[src/rtl/ct_fcnvt_norm_sh_pipe_if.sv]
// ---------------------------------------------------------------------------
// ct_fcnvt_norm_sh_pipe_if
//
// Purpose:
//   Handshake bundle for the fcnvt subnormal normaliser. It carries the input
//   side (valid/ready, mode, source fraction, tag) and the output side
//   (valid/ready, normalised fraction, exponent, zero flag, tag).
//
// Parameters (must match the normaliser instance bound to it):
//   FRAC_W  source fraction width; out_f is FRAC_W+1 bits
//   CNT_W   output exponent width (two's complement)
//   TAG_W   sideband tag width
//
// Modports:
//   slave   normaliser view: consumes in_*, produces out_*, reads out_rdy
//   master  environment view: produces in_*, consumes out_*, drives out_rdy
// ---------------------------------------------------------------------------
interface ct_fcnvt_norm_sh_pipe_if #(
    parameter int FRAC_W = 23,
    parameter int CNT_W  = 12,
    parameter int TAG_W  = 4
);
    // Input side
    logic              in_vld;
    logic              in_rdy;
    logic              in_mode;   // 0 = single, 1 = half
    logic [FRAC_W-1:0] in_src;
    logic [TAG_W-1:0]  in_tag;

    // Output side
    logic              out_vld;
    logic              out_rdy;
    logic [FRAC_W:0]   out_f;
    logic [CNT_W-1:0]  out_cnt;
    logic              out_zero;
    logic [TAG_W-1:0]  out_tag;

    modport slave (
        input  in_vld,
        input  in_mode,
        input  in_src,
        input  in_tag,
        output in_rdy,
        output out_vld,
        output out_f,
        output out_cnt,
        output out_zero,
        output out_tag,
        input  out_rdy
    );

    modport master (
        output in_vld,
        output in_mode,
        output in_src,
        output in_tag,
        input  in_rdy,
        input  out_vld,
        input  out_f,
        input  out_cnt,
        input  out_zero,
        input  out_tag,
        output out_rdy
    );
endinterface : ct_fcnvt_norm_sh_pipe_if

[src/rtl/ct_fcnvt_norm_sh_pipe.sv]
// ---------------------------------------------------------------------------
// ct_fcnvt_norm_sh_pipe
//
// Purpose:
//   Two-stage pipelined subnormal normaliser for the FP convert path.
//   Stage 1 selects the source field (single: all FRAC_W bits, half: the top
//   HLF_W bits) and counts the zeros above its leading one. Stage 2 shifts
//   the leading one up to bit FRAC_W of the result and forms the signed,
//   unbiased exponent -(bias + lz) for the wider destination format.
//   A zero field yields out_f = 0, out_cnt = 0, out_zero = 1.
//
// Ports:
//   forever_cpuclk  clock
//   cpurst          synchronous active-high reset
//   pipe_flush      kills every in-flight entry and any input taken this cycle
//   bus             handshake bundle (slave modport), see the interface file
//
// Timing:
//   Two cycles from acceptance to out_vld, one result per cycle while
//   out_rdy is high. in_rdy is combinational from the stage valids and out_rdy.
// ---------------------------------------------------------------------------
module ct_fcnvt_norm_sh_pipe #(
    parameter int FRAC_W   = 23,
    parameter int HLF_W    = 10,
    parameter int SGL_BIAS = 127,
    parameter int HLF_BIAS = 15,
    parameter int CNT_W    = 12,
    parameter int TAG_W    = 4
) (
    input  logic                  forever_cpuclk,
    input  logic                  cpurst,
    input  logic                  pipe_flush,
    ct_fcnvt_norm_sh_pipe_if.slave bus
);

    // lz never exceeds FRAC_W-1, so this width always holds it.
    localparam int LZ_W = $clog2(FRAC_W + 1);

    // Keeps the top HLF_W bits. Masking (rather than extracting) leaves the
    // half field MSB-aligned, so one leading-zero counter and one shifter
    // serve both formats: for a non-zero half field, the zeros above its
    // leading one are the same count whether measured in the field or in the
    // masked FRAC_W-bit word.
    localparam logic [FRAC_W-1:0] HALF_MASK = {FRAC_W{1'b1}} << (FRAC_W - HLF_W);

    // ---------------------------------------------------------------------
    // Pipeline state
    // ---------------------------------------------------------------------
    logic              s1_vld_q,   s1_vld_d;
    logic [FRAC_W-1:0] s1_field_q, s1_field_d;
    logic [LZ_W-1:0]   s1_lz_q,    s1_lz_d;
    logic              s1_mode_q,  s1_mode_d;
    logic              s1_zero_q,  s1_zero_d;
    logic [TAG_W-1:0]  s1_tag_q,   s1_tag_d;

    logic              s2_vld_q,   s2_vld_d;
    logic [FRAC_W:0]   out_f_q,    out_f_d;
    logic [CNT_W-1:0]  out_cnt_q,  out_cnt_d;
    logic              out_zero_q, out_zero_d;
    logic [TAG_W-1:0]  out_tag_q,  out_tag_d;

    // ---------------------------------------------------------------------
    // Handshake
    // ---------------------------------------------------------------------
    logic s2_adv;
    logic s1_adv;

    assign s2_adv = ~s2_vld_q | bus.out_rdy;
    assign s1_adv = ~s1_vld_q | s2_adv;

    // Reset wins over everything, so no input is offered as accepted then.
    assign bus.in_rdy = s1_adv & ~cpurst;

    // ---------------------------------------------------------------------
    // Stage 1 combinational: field select, zero detect, leading-zero count
    // ---------------------------------------------------------------------
    logic [FRAC_W-1:0] field_c;
    logic              zero_c;
    logic [LZ_W-1:0]   lz_c;

    // NOTE: every variable written in an always_comb gets a default on the
    // first lines; a path that leaves one unassigned would infer a latch.
    always_comb begin
        field_c = bus.in_mode ? (bus.in_src & HALF_MASK) : bus.in_src;
        zero_c  = (field_c == '0);
        lz_c    = '0;
        // Scan upward so the highest set bit is the last one to write lz_c.
        for (int i = 0; i < FRAC_W; i++) begin
            if (field_c[i]) begin
                lz_c = LZ_W'(FRAC_W - 1 - i);
            end
        end
    end

    // ---------------------------------------------------------------------
    // Stage 2 combinational: normalising shift and exponent
    // ---------------------------------------------------------------------
    logic [FRAC_W:0]  f_c;
    logic [CNT_W-1:0] cnt_c;

    always_comb begin
        // Shifting by lz puts the leading one at FRAC_W-1; the appended zero
        // supplies the final +1 so it lands on bit FRAC_W.
        f_c   = {s1_field_q << s1_lz_q, 1'b0};
        // Done in CNT_W bits so the result wraps modulo 2^CNT_W.
        cnt_c = CNT_W'(0) - ((s1_mode_q ? CNT_W'(HLF_BIAS) : CNT_W'(SGL_BIAS))
                             + CNT_W'(s1_lz_q));
        if (s1_zero_q) begin
            f_c   = '0;
            cnt_c = '0;
        end
    end

    // ---------------------------------------------------------------------
    // Next-state: hold by default, advance when the stage ahead can take it
    // ---------------------------------------------------------------------
    always_comb begin
        s1_vld_d   = s1_vld_q;
        s1_field_d = s1_field_q;
        s1_lz_d    = s1_lz_q;
        s1_mode_d  = s1_mode_q;
        s1_zero_d  = s1_zero_q;
        s1_tag_d   = s1_tag_q;

        s2_vld_d   = s2_vld_q;
        out_f_d    = out_f_q;
        out_cnt_d  = out_cnt_q;
        out_zero_d = out_zero_q;
        out_tag_d  = out_tag_q;

        if (s1_adv) begin
            s1_vld_d = bus.in_vld;
            if (bus.in_vld) begin
                s1_field_d = field_c;
                s1_lz_d    = lz_c;
                s1_mode_d  = bus.in_mode;
                s1_zero_d  = zero_c;
                s1_tag_d   = bus.in_tag;
            end
        end

        // Result data only changes when a real entry moves in, so the
        // outputs stay put while stalled and after the last entry drains.
        if (s2_adv) begin
            s2_vld_d = s1_vld_q;
            if (s1_vld_q) begin
                out_f_d    = f_c;
                out_cnt_d  = cnt_c;
                out_zero_d = s1_zero_q;
                out_tag_d  = s1_tag_q;
            end
        end

        // Flush only kills validity; an input taken this cycle is dropped
        // because stage 1 comes out empty.
        if (pipe_flush) begin
            s1_vld_d = 1'b0;
            s2_vld_d = 1'b0;
        end
    end

    // ---------------------------------------------------------------------
    // State registers
    // ---------------------------------------------------------------------
    // NOTE: sequential state uses non-blocking assignments only, so every
    // register samples the pre-edge value of every other register.
    always_ff @(posedge forever_cpuclk) begin
        if (cpurst) begin
            // The datapath is reset along with the valids so that out_f,
            // out_cnt, out_zero and out_tag read zero straight after reset.
            s1_vld_q   <= 1'b0;
            s1_field_q <= '0;
            s1_lz_q    <= '0;
            s1_mode_q  <= 1'b0;
            s1_zero_q  <= 1'b0;
            s1_tag_q   <= '0;
            s2_vld_q   <= 1'b0;
            out_f_q    <= '0;
            out_cnt_q  <= '0;
            out_zero_q <= 1'b0;
            out_tag_q  <= '0;
        end else begin
            s1_vld_q   <= s1_vld_d;
            s1_field_q <= s1_field_d;
            s1_lz_q    <= s1_lz_d;
            s1_mode_q  <= s1_mode_d;
            s1_zero_q  <= s1_zero_d;
            s1_tag_q   <= s1_tag_d;
            s2_vld_q   <= s2_vld_d;
            out_f_q    <= out_f_d;
            out_cnt_q  <= out_cnt_d;
            out_zero_q <= out_zero_d;
            out_tag_q  <= out_tag_d;
        end
    end

    // ---------------------------------------------------------------------
    // Outputs
    // ---------------------------------------------------------------------
    assign bus.out_vld  = s2_vld_q;
    assign bus.out_f    = out_f_q;
    assign bus.out_cnt  = out_cnt_q;
    assign bus.out_zero = out_zero_q;
    assign bus.out_tag  = out_tag_q;

endmodule : ct_fcnvt_norm_sh_pipe

[src/flat_wrapper.sv]
// flat-port wrapper written by rule: the top's interface ports become plain ports
module ct_fcnvt_norm_sh_pipe_flat 
#(
    parameter int FRAC_W   = 23,
    parameter int HLF_W    = 10,
    parameter int SGL_BIAS = 127,
    parameter int HLF_BIAS = 15,
    parameter int CNT_W    = 12,
    parameter int TAG_W    = 4
)
  (forever_cpuclk, cpurst, pipe_flush, bus_in_vld, bus_in_mode, bus_in_src, bus_in_tag, bus_in_rdy, bus_out_vld, bus_out_f, bus_out_cnt, bus_out_zero, bus_out_tag, bus_out_rdy);
  ct_fcnvt_norm_sh_pipe_if #(.FRAC_W(FRAC_W), .CNT_W(CNT_W), .TAG_W(TAG_W)) bus_i ();
  input  logic forever_cpuclk;
  input  logic cpurst;
  input  logic pipe_flush;
  input wire logic [$bits(bus_i.in_vld)-1:0] bus_in_vld;
  input wire logic [$bits(bus_i.in_mode)-1:0] bus_in_mode;
  input wire logic [$bits(bus_i.in_src)-1:0] bus_in_src;
  input wire logic [$bits(bus_i.in_tag)-1:0] bus_in_tag;
  output wire logic [$bits(bus_i.in_rdy)-1:0] bus_in_rdy;
  output wire logic [$bits(bus_i.out_vld)-1:0] bus_out_vld;
  output wire logic [$bits(bus_i.out_f)-1:0] bus_out_f;
  output wire logic [$bits(bus_i.out_cnt)-1:0] bus_out_cnt;
  output wire logic [$bits(bus_i.out_zero)-1:0] bus_out_zero;
  output wire logic [$bits(bus_i.out_tag)-1:0] bus_out_tag;
  input wire logic [$bits(bus_i.out_rdy)-1:0] bus_out_rdy;
  assign bus_i.in_vld = bus_in_vld;
  assign bus_i.in_mode = bus_in_mode;
  assign bus_i.in_src = bus_in_src;
  assign bus_i.in_tag = bus_in_tag;
  assign bus_in_rdy = bus_i.in_rdy;
  assign bus_out_vld = bus_i.out_vld;
  assign bus_out_f = bus_i.out_f;
  assign bus_out_cnt = bus_i.out_cnt;
  assign bus_out_zero = bus_i.out_zero;
  assign bus_out_tag = bus_i.out_tag;
  assign bus_i.out_rdy = bus_out_rdy;
  ct_fcnvt_norm_sh_pipe #(.FRAC_W(FRAC_W), .HLF_W(HLF_W), .SGL_BIAS(SGL_BIAS), .HLF_BIAS(HLF_BIAS), .CNT_W(CNT_W), .TAG_W(TAG_W)) u_core (.forever_cpuclk(forever_cpuclk), .cpurst(cpurst), .pipe_flush(pipe_flush), .bus(bus_i));
endmodule
[config.mk]
export PLATFORM = sky130hd
export DESIGN_NAME = ct_fcnvt_norm_sh_pipe_flat
export DESIGN_NICKNAME = d
export VERILOG_FILES = /design/src/rtl/ct_fcnvt_norm_sh_pipe_if.sv /design/src/rtl/ct_fcnvt_norm_sh_pipe.sv /design/src/flat_wrapper.sv
export SDC_FILE = /design/constraint.sdc
export NUM_CORES = 1
export LEC_CHECK = 0
export BUFFER_PORTS_ARGS = -buffer_cell sky130_fd_sc_hd__buf_4
export CORE_MARGIN = 2
export CORE_UTILIZATION = 58
export CTS_BUF_LIST = sky130_fd_sc_hd__clkbuf_4 sky130_fd_sc_hd__clkbuf_8
export CTS_CLUSTER_SIZE = 40
export DETAILED_ROUTE_END_ITERATION = 8
export PLACE_DENSITY = 0.84
export SYNTH_ARGS = -nofsm -noshare
export SYNTH_HDL_FRONTEND = slang
export SYNTH_SLANG_ARGS = --single-unit
[constraint.sdc]
create_clock -name forever_cpuclk -period 2.5 [get_ports forever_cpuclk]
set_input_delay 0.375 -clock forever_cpuclk [delete_from_list [all_inputs] [get_ports forever_cpuclk]]
set_output_delay 0.375 -clock forever_cpuclk [all_outputs]
set_load 0.01 [all_outputs]
Word level (Yosys, flattened, before mapping)

Index checks and enable logic that the tools add are counted.

Register bits: 77
Bits of input ports: 33
Logic and storage cells: 51

Add/sub/neg operators: 2
Reductions and logical operators: 4
Muxes and demuxes: 27
Shift operators: 1
Bitwise logic cells: 6

Operators with widths:

| operator              | count |
|---|---|
| $mux 5                | 23 |
| $mux 24               | 1 |
| $logic_not 23->1      | 1 |
| $shl 23x5->23         | 1 |
| $mux 13               | 1 |
| $add 12x5->12         | 1 |
| $mux 12               | 1 |
| $sub 1x12->12 const A | 1 |
| $mux 7                | 1 |
| $reduce_and 2->1      | 2 |
| $not 1->1             | 3 |
| $or 1x1->1            | 2 |
| $reduce_or 2->1       | 1 |
| $and 1x1->1           | 1 |

Longest topological paths before layout

Gate-level depths: netlist of the first run.

Word-level depth: 24
Gate-level depth with buffers: 10
Gate-level depth less buffers: 7

Worst setup path before layout of the first run

OpenSTA, ideal clock, no wires.

Path type: reg-to-reg
From: reg u_core.s1_lz_q[2]
To: reg u_core.out_cnt_q[7], in the netlist u_core.bus.out_cnt[7]
Stages on the path, launching flop included: 11
Period minus slack after synthesis: 2076 ps
Arrival: 1948 ps
Slack: 424 ps
Cells stage by stage: dfxtp_1 > buf_4 > buf_6 > clkinv_1 > buf_2 > ha_1 > nor3b_1 > nor2b_1 > or3_1 > a32oi_1 > nor2_1

Word-level cells in the longest chain between the ends: 3

Ends and longest elaborated chain:

| element                | RTL line                     | source |
|---|---|---|
| start, declared        | ct_fcnvt_norm_sh_pipe.sv:51  | `logic [LZ_W-1:0] s1_lz_q, s1_lz_d;` |
| start signal, assigned | ct_fcnvt_norm_sh_pipe.sv:185 | `s1_lz_q <= s1_lz_d;` |
| $add 12x5->12          | ct_fcnvt_norm_sh_pipe.sv:107 | `+ CNT_W'(s1_lz_q));` |
| $sub 1x12->12          | ct_fcnvt_norm_sh_pipe.sv:106 | `cnt_c = CNT_W'(0) - ((s1_mode_q ? CNT_W'(HLF_BIAS) : CNT_W'(SGL_BIAS))` |
| $mux 12                | ct_fcnvt_norm_sh_pipe.sv:108 | `if (s1_zero_q) begin` |
| end signal, assigned   | ct_fcnvt_norm_sh_pipe.sv:191 | `out_cnt_q <= out_cnt_d;` |
| end, declared          | ct_fcnvt_norm_sh_pipe.sv:58  | `logic [CNT_W-1:0] out_cnt_q, out_cnt_d;` |

No other way between the ends.
A chain may end at the register's enable or synchronous reset.

Worst setup path in the final report of the first run

From: reg u_core.s1_lz_q[0]
To: reg u_core.out_f_q[23], in the netlist u_core.bus.out_f[23]

Word-level cells in the longest chain between the ends: 2

Ends and longest elaborated chain:

| element              | RTL line                     | source |
|---|---|---|
| $shl 23x5->23        | ct_fcnvt_norm_sh_pipe.sv:104 | `f_c = {s1_field_q << s1_lz_q, 1'b0};` |
| $mux 24              | ct_fcnvt_norm_sh_pipe.sv:108 |  |
| end signal, assigned | ct_fcnvt_norm_sh_pipe.sv:190 | `out_f_q <= out_f_d;` |
| end, declared        | ct_fcnvt_norm_sh_pipe.sv:57  | `logic [FRAC_W:0] out_f_q, out_f_d;` |

No other way between the ends.

==> metrics, run 1 <==
status complete, no violations; Post-CTS Resized 0; commonest non-fill, non-tap cell in the layout nand2_1; n_diodes 0; Synth Net Count 522; min-delay worst type in2reg; io pins 76; Period minus WS final between 2 and 2.5 ns; Critical Path RT 2.74 ns; Net count, final between 500 and 600; Worst-Margin Slew 0.948 ns; area taken by multi-input logic gates ~2400 um^2; Max Root-Sink Buffers 2; EDFF count, synth 0; FF+latch count, synth between 70 and 80; initial antenna violation count 0; worst skew pair latency between 0.3 and 0.4 ns; DIE AREA 7850 um^2; DIE HEIGHT 88.6 um; dominant cell type by area after synthesis dfxtp_1; final period utilization between 80% and 90%; CTS clk-pin slew, worst paths 0.08 ns; largest net degree at the start of global routing 45; syn_area_per_cell about 8.6 um^2; Worst Path Max Fanout 22; global route hottest layer met2; via/cell ratio around 6.1; met3 Use GR between 4 and 5%; cell count after synthesis 484; Placed Cells 630; dpl ws roughly 0.47 ns; setup violators final 0; GR Layer Usage met1 ~40%; FMAX 479 MHz; Area contributors post-synth dfxtp_1 37%, nand2_1 8.2%, mux4_2 7.6%; ANT nets after route 0; leakage power around 0.0019 uW; Worst Path Arrival roughly 2.3 ns; final hold viol count 0; max-slew violations 0; register area share after synthesis a little over a third; 1st-iter DRT viols around 350; Slew Limit Headroom between 30% and 40%; Yosys top cell area share a little over a third; H-tree Lvls 3; setup slack after layout 0.411 ns; startpoint type of the worst setup path flop; first-pass GRT wire length 17600 um; VDD IR-drop max around 0.34 mV; placed wire-length estimate 7870 um; hold bufs inserted after CTS 0; DRC viols 0; crit path kind reg2reg; drt pass-1 iters 6; PortBufs 74; TNS Setup 0 ns; Layout fillers ~530; Final Routed Wirelength around 11000 um; core box area 6870 um^2; GPL Wtd Cong about 0.91; Setup Skew 0.0125 ns; initial core utilization 60.4%; CTS tree done; Site Rows 30; WL per Instance 16.7 um; max-cap violation count 0; CTS buffer count 9; root buffer cell clkbuf_8; Finished Layout Cells about 650; FF/Latch Area ~1500 um^2; Top FF cell, synth dfxtp_1; vias in the first global route ~3600; Post-Syn Area between 4000 and 5000 um^2; Synth-to-Final Area Change 18.7%; Vias a little under 4000; GRT Util Overall between 20% and 30%; Die W a little under 90 um; Netlist cell types 59; Setup Buffers After CTS 0; Final Power 2600 uW; fraction of layout cells with a size suffix above 1 24.2%; crit path capture type flop; clock sinks between 70 and 80; most frequent cells in the layout 91 x nand2_1, 86 x buf_4, 76 x dfxtp_1; Cell Pwr Density around 530 nW/um^2; RSZ-0062 raised after global routing false; final core utilization 71.7%; Ys Warns 0; GRT met2 Usage between 40% and 50%; ys async rst share 0%; GRT overflow 0
-- per-layer routing --
metal | part of all wire [%] | wire length [um] | vias up
met2 | 48 | 5210 | 179
met4 | 1.6 | 172 | 0
li1 | - | - | 1870
met1 | 44 | 4770 | 1883
met5 | 0 | 0 | -
met3 | 5.8 | 629 | 16
-- path summary, 6_finish.rpt --
| kind | start | end | slack (ns) | cells past startpoint |
|---|---|---|---|---|
| min reg2reg | u_core.bus.out_f[15] | u_core.bus.out_f[15] | 0.46 | 1 |
| min | pipe_flush | u_core.s1_vld_q | 0.19 | 2 |
| max | u_core.s1_lz_q[0] | u_core.bus.out_f[23] | 0.41 | 5 |
| max reg2reg | u_core.s1_lz_q[0] | u_core.bus.out_f[23] | 0.41 | 5 |
-- report_power, final --
group	internal (uW)	total, uW	leakage (uW)	switching [uW]
registers	1250	1280	0.000618	37.5
logic	167	367	0.00119	201
clock network	488	948	0.0000992	460
-- critical path: stages (launching register included) --
cell,delay [ns]
dfxtp_1,0.34
buf_4,0.29
mux4_1,0.60
mux2i_1,0.34
o32ai_1,0.14
a211o_1,0.28
-- sequential cells by signal, indices dropped and copies added, names as in the netlist --
signal / count
u_core.s1_lz_q: 5
u_core.s1_mode_q: 1
u_core.bus.out_vld: 1
u_core.bus.out_f: 23
u_core.bus.out_cnt: 12
u_core.s1_vld_q: 1
u_core.bus.out_zero: 1
u_core.s1_zero_q: 1
u_core.bus.out_tag: 4
u_core.s1_tag_q: 4
u_core.s1_field_q: 23
-- logic make-up after synthesis --
group / synth area share, %
flops: 36.6
other cells: 0.0903
mux: 16.5
compound gates: 17.3
buf+inv: 5.33
xor+xnor: 0.422
fa+ha+maj: 1.51
simple gates: 22.2
-- cells in the mapped netlist, types with 2 or more instances --
| cell | instances |
|---|---|
| nand2_1 | 91 |
| dfxtp_1 | 76 |
| a21oi_1 | 55 |
| nor2_1 | 39 |
| clkbuf_1 | 19 |
| nand3b_1 | 18 |
| mux2i_1 | 17 |
| mux4_2 | 14 |
| o21ai_0 | 14 |
| mux2_2 | 13 |
| a22oi_1 | 12 |
| nor3_1 | 10 |
| buf_2 | 9 |
| nor4_1 | 8 |
| inv_1 | 7 |
| ha_1 | 5 |
| nand3_1 | 5 |
| a222oi_1 | 4 |
| and2_1 | 4 |
| buf_6 | 4 |
| a221o_1 | 3 |
| buf_4 | 3 |
| nand2b_1 | 3 |
| nor2b_1 | 3 |
| o21a_1 | 3 |
| or3_1 | 3 |
| a211oi_1 | 2 |
| a31oi_1 | 2 |
| a32oi_1 | 2 |
| mux4_1 | 2 |
| nor3b_1 | 2 |
| o211ai_1 | 2 |
| o22ai_1 | 2 |
| o32ai_1 | 2 |
| or4_1 | 2 |
-- layout make-up --
type                            instances  area share, %
Multi-Input combinational cell        363           48.9
Clock buffer                           10           2.79
Timing Repair Buffer                   86           13.1
Tap cell                               96           2.44
Sequential cell                        76           30.9
Inverter                                9          0.686
Clock inverter                          5           1.22
-- through the flow --
stage	instance area [um^2]	hold WS (ns)
6_report	4930	0.193
3_3_place_gp	4730	0.437
3_5_place_dp	4730	0.441
5_1_grt	4930	0.185
4_1_cts	4930	0.187
2_1_floorplan	4150	0.432
Note: power is estimated with default switching activity, not from simulation.
==> run 2, diff against run 1 <==
--- a/config.mk
+++ b/config.mk
@@ -7,11 +7,11 @@
 export LEC_CHECK = 0
 export BUFFER_PORTS_ARGS = -buffer_cell sky130_fd_sc_hd__buf_4
 export CORE_MARGIN = 2
-export CORE_UTILIZATION = 58
+export CORE_UTILIZATION = 52
 export CTS_BUF_LIST = sky130_fd_sc_hd__clkbuf_4 sky130_fd_sc_hd__clkbuf_8
 export CTS_CLUSTER_SIZE = 40
 export DETAILED_ROUTE_END_ITERATION = 8
-export PLACE_DENSITY = 0.84
+export PLACE_DENSITY = 0.79
 export SYNTH_ARGS = -nofsm -noshare
 export SYNTH_HDL_FRONTEND = slang
 export SYNTH_SLANG_ARGS = --single-unit
==> constraint.sdc (replaced) <==
create_clock -name forever_cpuclk -period 1.7 [get_ports forever_cpuclk]
set_input_delay 0.255 -clock forever_cpuclk [delete_from_list [all_inputs] [get_ports forever_cpuclk]]
set_output_delay 0.255 -clock forever_cpuclk [all_outputs]
set_load 0.01 [all_outputs]
==> run 2 against run 1 <==
Net effect:
- the run now ends with setup timing left
- clock skew down 0.0028 ns
- sequential cell count did not move
- setup slack got worse by 0.42 ns
- sequential power is 48% higher
- count of clock-buffer cells in the layout unchanged
- non-clock buffer count is 42 higher
- total power increased by 59%
- wire length increased by 9.6%
- global-route usage decreased by 0.48 points
- combinational power rose by 73%
- final area grew 10%
- first-iteration DRC count is 36% lower
- critical endpoint unchanged
==> metrics, run 2 (synthesized netlist as in run 1, its figures left out) <==
Period minus WS final roughly 1.7 ns; io pins 76; initial antenna violation count 0; DIE AREA a little under 9000 um^2; FMAX 584 MHz; H-tree Lvls 3; GRT overflow 0; Final Routed Wirelength roughly 12000 um; Max Root-Sink Buffers 2; ANT nets after route 0; CTS clk-pin slew, worst paths roughly 0.090 ns; setup slack after layout -0.0136 ns; initial core utilization about 54%; max-cap violation count 0; status complete, but fails checks; Worst Path Arrival a little under 2 ns; largest net degree at the start of global routing 33; Die W around 93 um; violated checks setup timing; GPL Wtd Cong just under 1; Worst Path Max Fanout 11; Design Area, Final roughly 5400 um^2; Vias approximately 4000; leakage power 0.00215 uW; area taken by multi-input logic gates 2480 um^2; vias in the first global route slightly below 4000; CTS tree done; FF/Latch Area 1530 um^2; crit path capture type flop; min-delay worst type in2reg; commonest non-fill, non-tap cell in the layout buf_4; drt pass-1 iters 5; Setup Skew ~0.0097 ns; GRT Util Overall ~28%; root buffer cell clkbuf_8; Final Power 4130 uW; via/cell ratio between 5 and 6; final hold viol count 0; setup violators final 3; PortBufs between 70 and 80; Synth-to-Final Area Change 30.9%; Critical Path RT 1.96 ns; startpoint type of the worst setup path flop; max-slew violations 0; 1st-iter DRT viols roughly 230; VDD IR-drop max around 0.42 mV; Site Rows 32; WL per Instance 17.0 um; highest metal used met4; Met2 Wirelength 5650 um; fraction of layout cells with a size suffix above 1 about a third; WL met1 about 5200 um; crit path kind reg2reg; most frequent cells in the layout 121 x buf_4, 89 x nand2_1, 72 x dfxtp_1; CTS buffer count 9; clock sinks 76; core box area 7730 um^2; first-pass GRT wire length around 19000 um; Layout fillers between 600 and 700; Area after DPL 5120 um^2; n_diodes 0; Cell Pwr Density 759 nW/um^2; RSZ-0062 raised after global routing true; placed wire-length estimate approximately 9000 um; DIE HEIGHT ~93 um; DRC viols 0; final period utilization 101%; worst r2r path cells 6; TNS Setup -0.0153 ns; worst skew pair latency between 0.3 and 0.4 ns; WL met3 roughly 700 um; Net count, final roughly 630; hold path cells 2
[run 2: report_power, final]
part	internal [uW]	leakage (uW)	total [uW]	switching, uW
Sequential	1830	0.000621	1890	59.8
Combinational	319	0.00142	636	317
Clock	879	0.000113	1600	720
Total	3030	0.00215	4130	1100
[run 2: layer usage]
| metal | vias up | GRT usage (%) |
|---|---|---|
| met4 | 0 | 10.4 |
| met1 | 1944 | 38.1 |
| met5 | - | 0 |
| met2 | 157 | 45.4 |
| li1 | 1956 | - |
| met3 | 30 | 5.32 |
[run 2: path summary, 6_finish.rpt]
path / slack, ns / startpoint / end
setup / recovery: -0.01 / u_core.s1_lz_q[2] / u_core.bus.out_f[23]
hold reg to reg: 0.46 / u_core.s1_tag_q[0] / u_core.bus.out_tag[0]
hold / removal: 0.07 / pipe_flush / u_core.s1_vld_q
setup reg to reg: -0.01 / u_core.s1_lz_q[2] / u_core.bus.out_f[23]
[run 2: critical path, stage by stage, from the launching register on]
cell and delay [ns]:
dfxtp_4 0.40, buf_4 0.20, mux2_2 0.35, mux2i_1 0.16, mux2_2 0.20, nor2_1 0.04, a211o_1 0.26
[run 2: repair_timing]
item | 4_1_cts | 5_1_grt
endpoints found under the setup margin | 22 | 17
hold buffers | 0 | 0
pin swaps | 7 | 6
gates resized for setup | 13 | 14
setup buffers | 1 | 1
[run 2: area by class of cell]
type                            instances  area share [%]
Inverter                                9           0.852
Tap cell                              102            2.35
Multi-Input combinational cell        363            45.6
Timing Repair Buffer                  128            18.7
Clock inverter                          6            1.73
Sequential cell                        76            28.2
Clock buffer                           10            2.53
[run 2: metrics by stage]
step	utilization, %	setup WS (ns)	std cells	hold slack [ns]
2_1_floorplan	-	-0.141	484	0.334
3_3_place_gp	66.3	-0.123	676	0.433
3_5_place_dp	66.3	-0.187	676	0.440
4_1_cts	69.7	-0.0133	693	0.0657
5_1_grt	70.3	-0.0751	694	0.0669
6_report	70.3	-0.0136	694	0.0658
==> run 3, diff against run 2 <==
--- a/config.mk
+++ b/config.mk
@@ -12,6 +12,7 @@
 export CTS_CLUSTER_SIZE = 40
 export DETAILED_ROUTE_END_ITERATION = 8
 export PLACE_DENSITY = 0.79
+export SETUP_SLACK_MARGIN = 0.02
 export SYNTH_ARGS = -nofsm -noshare
 export SYNTH_HDL_FRONTEND = slang
 export SYNTH_SLANG_ARGS = --single-unit
==> run 3 against run 2 <==
Net effect:
- the flow still finishes with violations (setup timing)
- clock skew rose by 0.0047 ns
- clock power down 10%
- die area unchanged
- critical endpoint is now u_core.bus.out_f[18]
- largest power group unchanged
==> metrics, run 3 (synthesized netlist as in run 1, its figures left out) <==
status complete, but fails checks; violated checks setup timing; initial core utilization 53.7%; n_diodes 0; Worst-Margin Slew 0.537 ns; DRC viols 0; FMAX between 500 and 600 MHz; Int Power 2900 uW; via/cell ratio 6.12; switching power of the nets approximately 1100 uW; setup violators final 4; Clk pwr share 35.8%; io pins 76; max-cap violation count 0; setup slack after layout -0.0318 ns; min-delay worst type in2reg; Seq pwr share a little under half; dpl ws -0.256 ns; WL per Instance approximately 18 um; final period utilization 102%; crit path capture type flop; Worst Path Max Fanout 6; Site Rows 32; GPL Wtd Cong 0.909; PortBufs 74; max-slew violations 0; Layout fillers 587; CTS buffer count 9; ANT nets after route 0; Setup Skew approximately 0.014 ns; Cell Pwr Density 720 nW/um^2; CTS tree done; Slew Limit Headroom 63.9%; Synth-to-Final Area Change 34.0%; RSZ-0062 raised after global routing true; vias in the first global route about 4000; fraction of layout cells with a size suffix above 1 between 30% and 40%; switching share of power between 20% and 30%; Period minus WS final roughly 1.7 ns; final core utilization a little under three quarters; GRT overflow 0; CTS clk-pin slew, worst paths about 0.080 ns; drt pass-1 iters 6; area taken by multi-input logic gates 2540 um^2; root buffer cell clkbuf_8; most frequent cells in the layout 121 x buf_4, 86 x nand2_1, 72 x dfxtp_1; H-tree Lvls 3; placed wire-length estimate a little under 9000 um; FF/Latch Area roughly 1500 um^2; Worst Path Arrival ~2 ns; Vias 4281; DIE AREA a little under 9000 um^2; initial antenna violation count 0; final hold viol count 0; combinational share of power about 17%; GRT Util Overall between 20% and 30%; largest net degree at the start of global routing 35; Die W approximately 93 um; Final Power ~4000 uW; clock sinks 76; Register-to-Register Setup Slack -0.03 ns; commonest non-fill, non-tap cell in the layout buf_4; DIE HEIGHT 93.4 um; VDD IR-drop max about 0.58 mV; core box area 7730 um^2; leakage power between 0.002 and 0.0025 uW; Max Root-Sink Buffers 2; Final Routed Wirelength around 13000 um; worst skew pair latency 0.36 ns; startpoint type of the worst setup path flop; crit path kind reg2reg; Net count, final 630; 1st-iter DRT viols ~390; Critical Path RT between 1.5 and 2 ns; first-pass GRT wire length around 19000 um
-- run 3: cell types whose count changed in the layout (fill, tap and decap cells not counted), sizes merged --
cell,previous run,this run
buf,128,132
bufinv,2,1
clkbuf,10,11
clkinv,2,3
-- run 3: final cells by class --
class                   instances  area share (%)
repair buffers                133            20.0
flip-flops and latches         76            27.5
well taps                     102            2.29
multi-input cells             363            45.7
inverters                       9           0.832
clock buffers                  10            2.47
clock inverters                 6            1.24
-- run 3: layer usage --
layer	up-vias	GRT usage (%)	share of wire [%]
li1	1968	-	-
met1	2046	36.2	41
met2	217	48.0	49
met3	50	5.56	6.9
met4	0	10.2	3.7
met5	-	0	0
-- run 3: power groups by stage --
stage                     Sequential [uW]  Combinational (uW)  Clock (uW)
final                                1890                 680        1440
after global routing                 1900                 731        1520
after CTS                            1890                 631        1440
after detailed placement             1940                 595           0
after global placement               1930                 579           0
after floorplan                      1920                 354           0
-- run 3: worst max-delay path, cell delays in order, from the launching register on --
cell and delay [ns]:
dfxtp_4 0.43, buf_12 0.13, mux4_2 0.52, nand2_2 0.08, nand3_2 0.07, o211a_1 0.13, a221o_1 0.26
-- run 3: repair_timing --
item	in CTS	in global routing
buffers inserted	7	4
pin swaps	5	12
resized for setup	11	29
endpoints found under the hold margin	0	0
hold buffers	0	0
setup endpoints to repair	17	21
gates cloned	0	1
-- run 3: through the flow --
step / TNS [ns] / hold slack, ns / instance area (um^2) / cells
after global placement: -0.790 / 0.433 / 5100 / 671
final: -0.0833 / 0.0683 / 5560 / 699
after CTS: -0.0216 / 0.0589 / 5410 / 694
after global routing: -0.651 / 0.0638 / 5560 / 699
after detailed placement: -1.65 / 0.434 / 5100 / 671
after floorplan: -0.155 / 0.334 / 4220 / 484
-- run 3: worst paths after layout --
path	start	end	cells after the start
worst max-delay path	u_core.s1_lz_q[0]	u_core.bus.out_f[18]	6
worst min-delay path	pipe_flush	u_core.s1_vld_q	2
worst max register to register	u_core.s1_lz_q[0]	u_core.bus.out_f[18]	6
worst min register to register	u_core.s1_tag_q[0]	u_core.s1_tag_q[0]	2
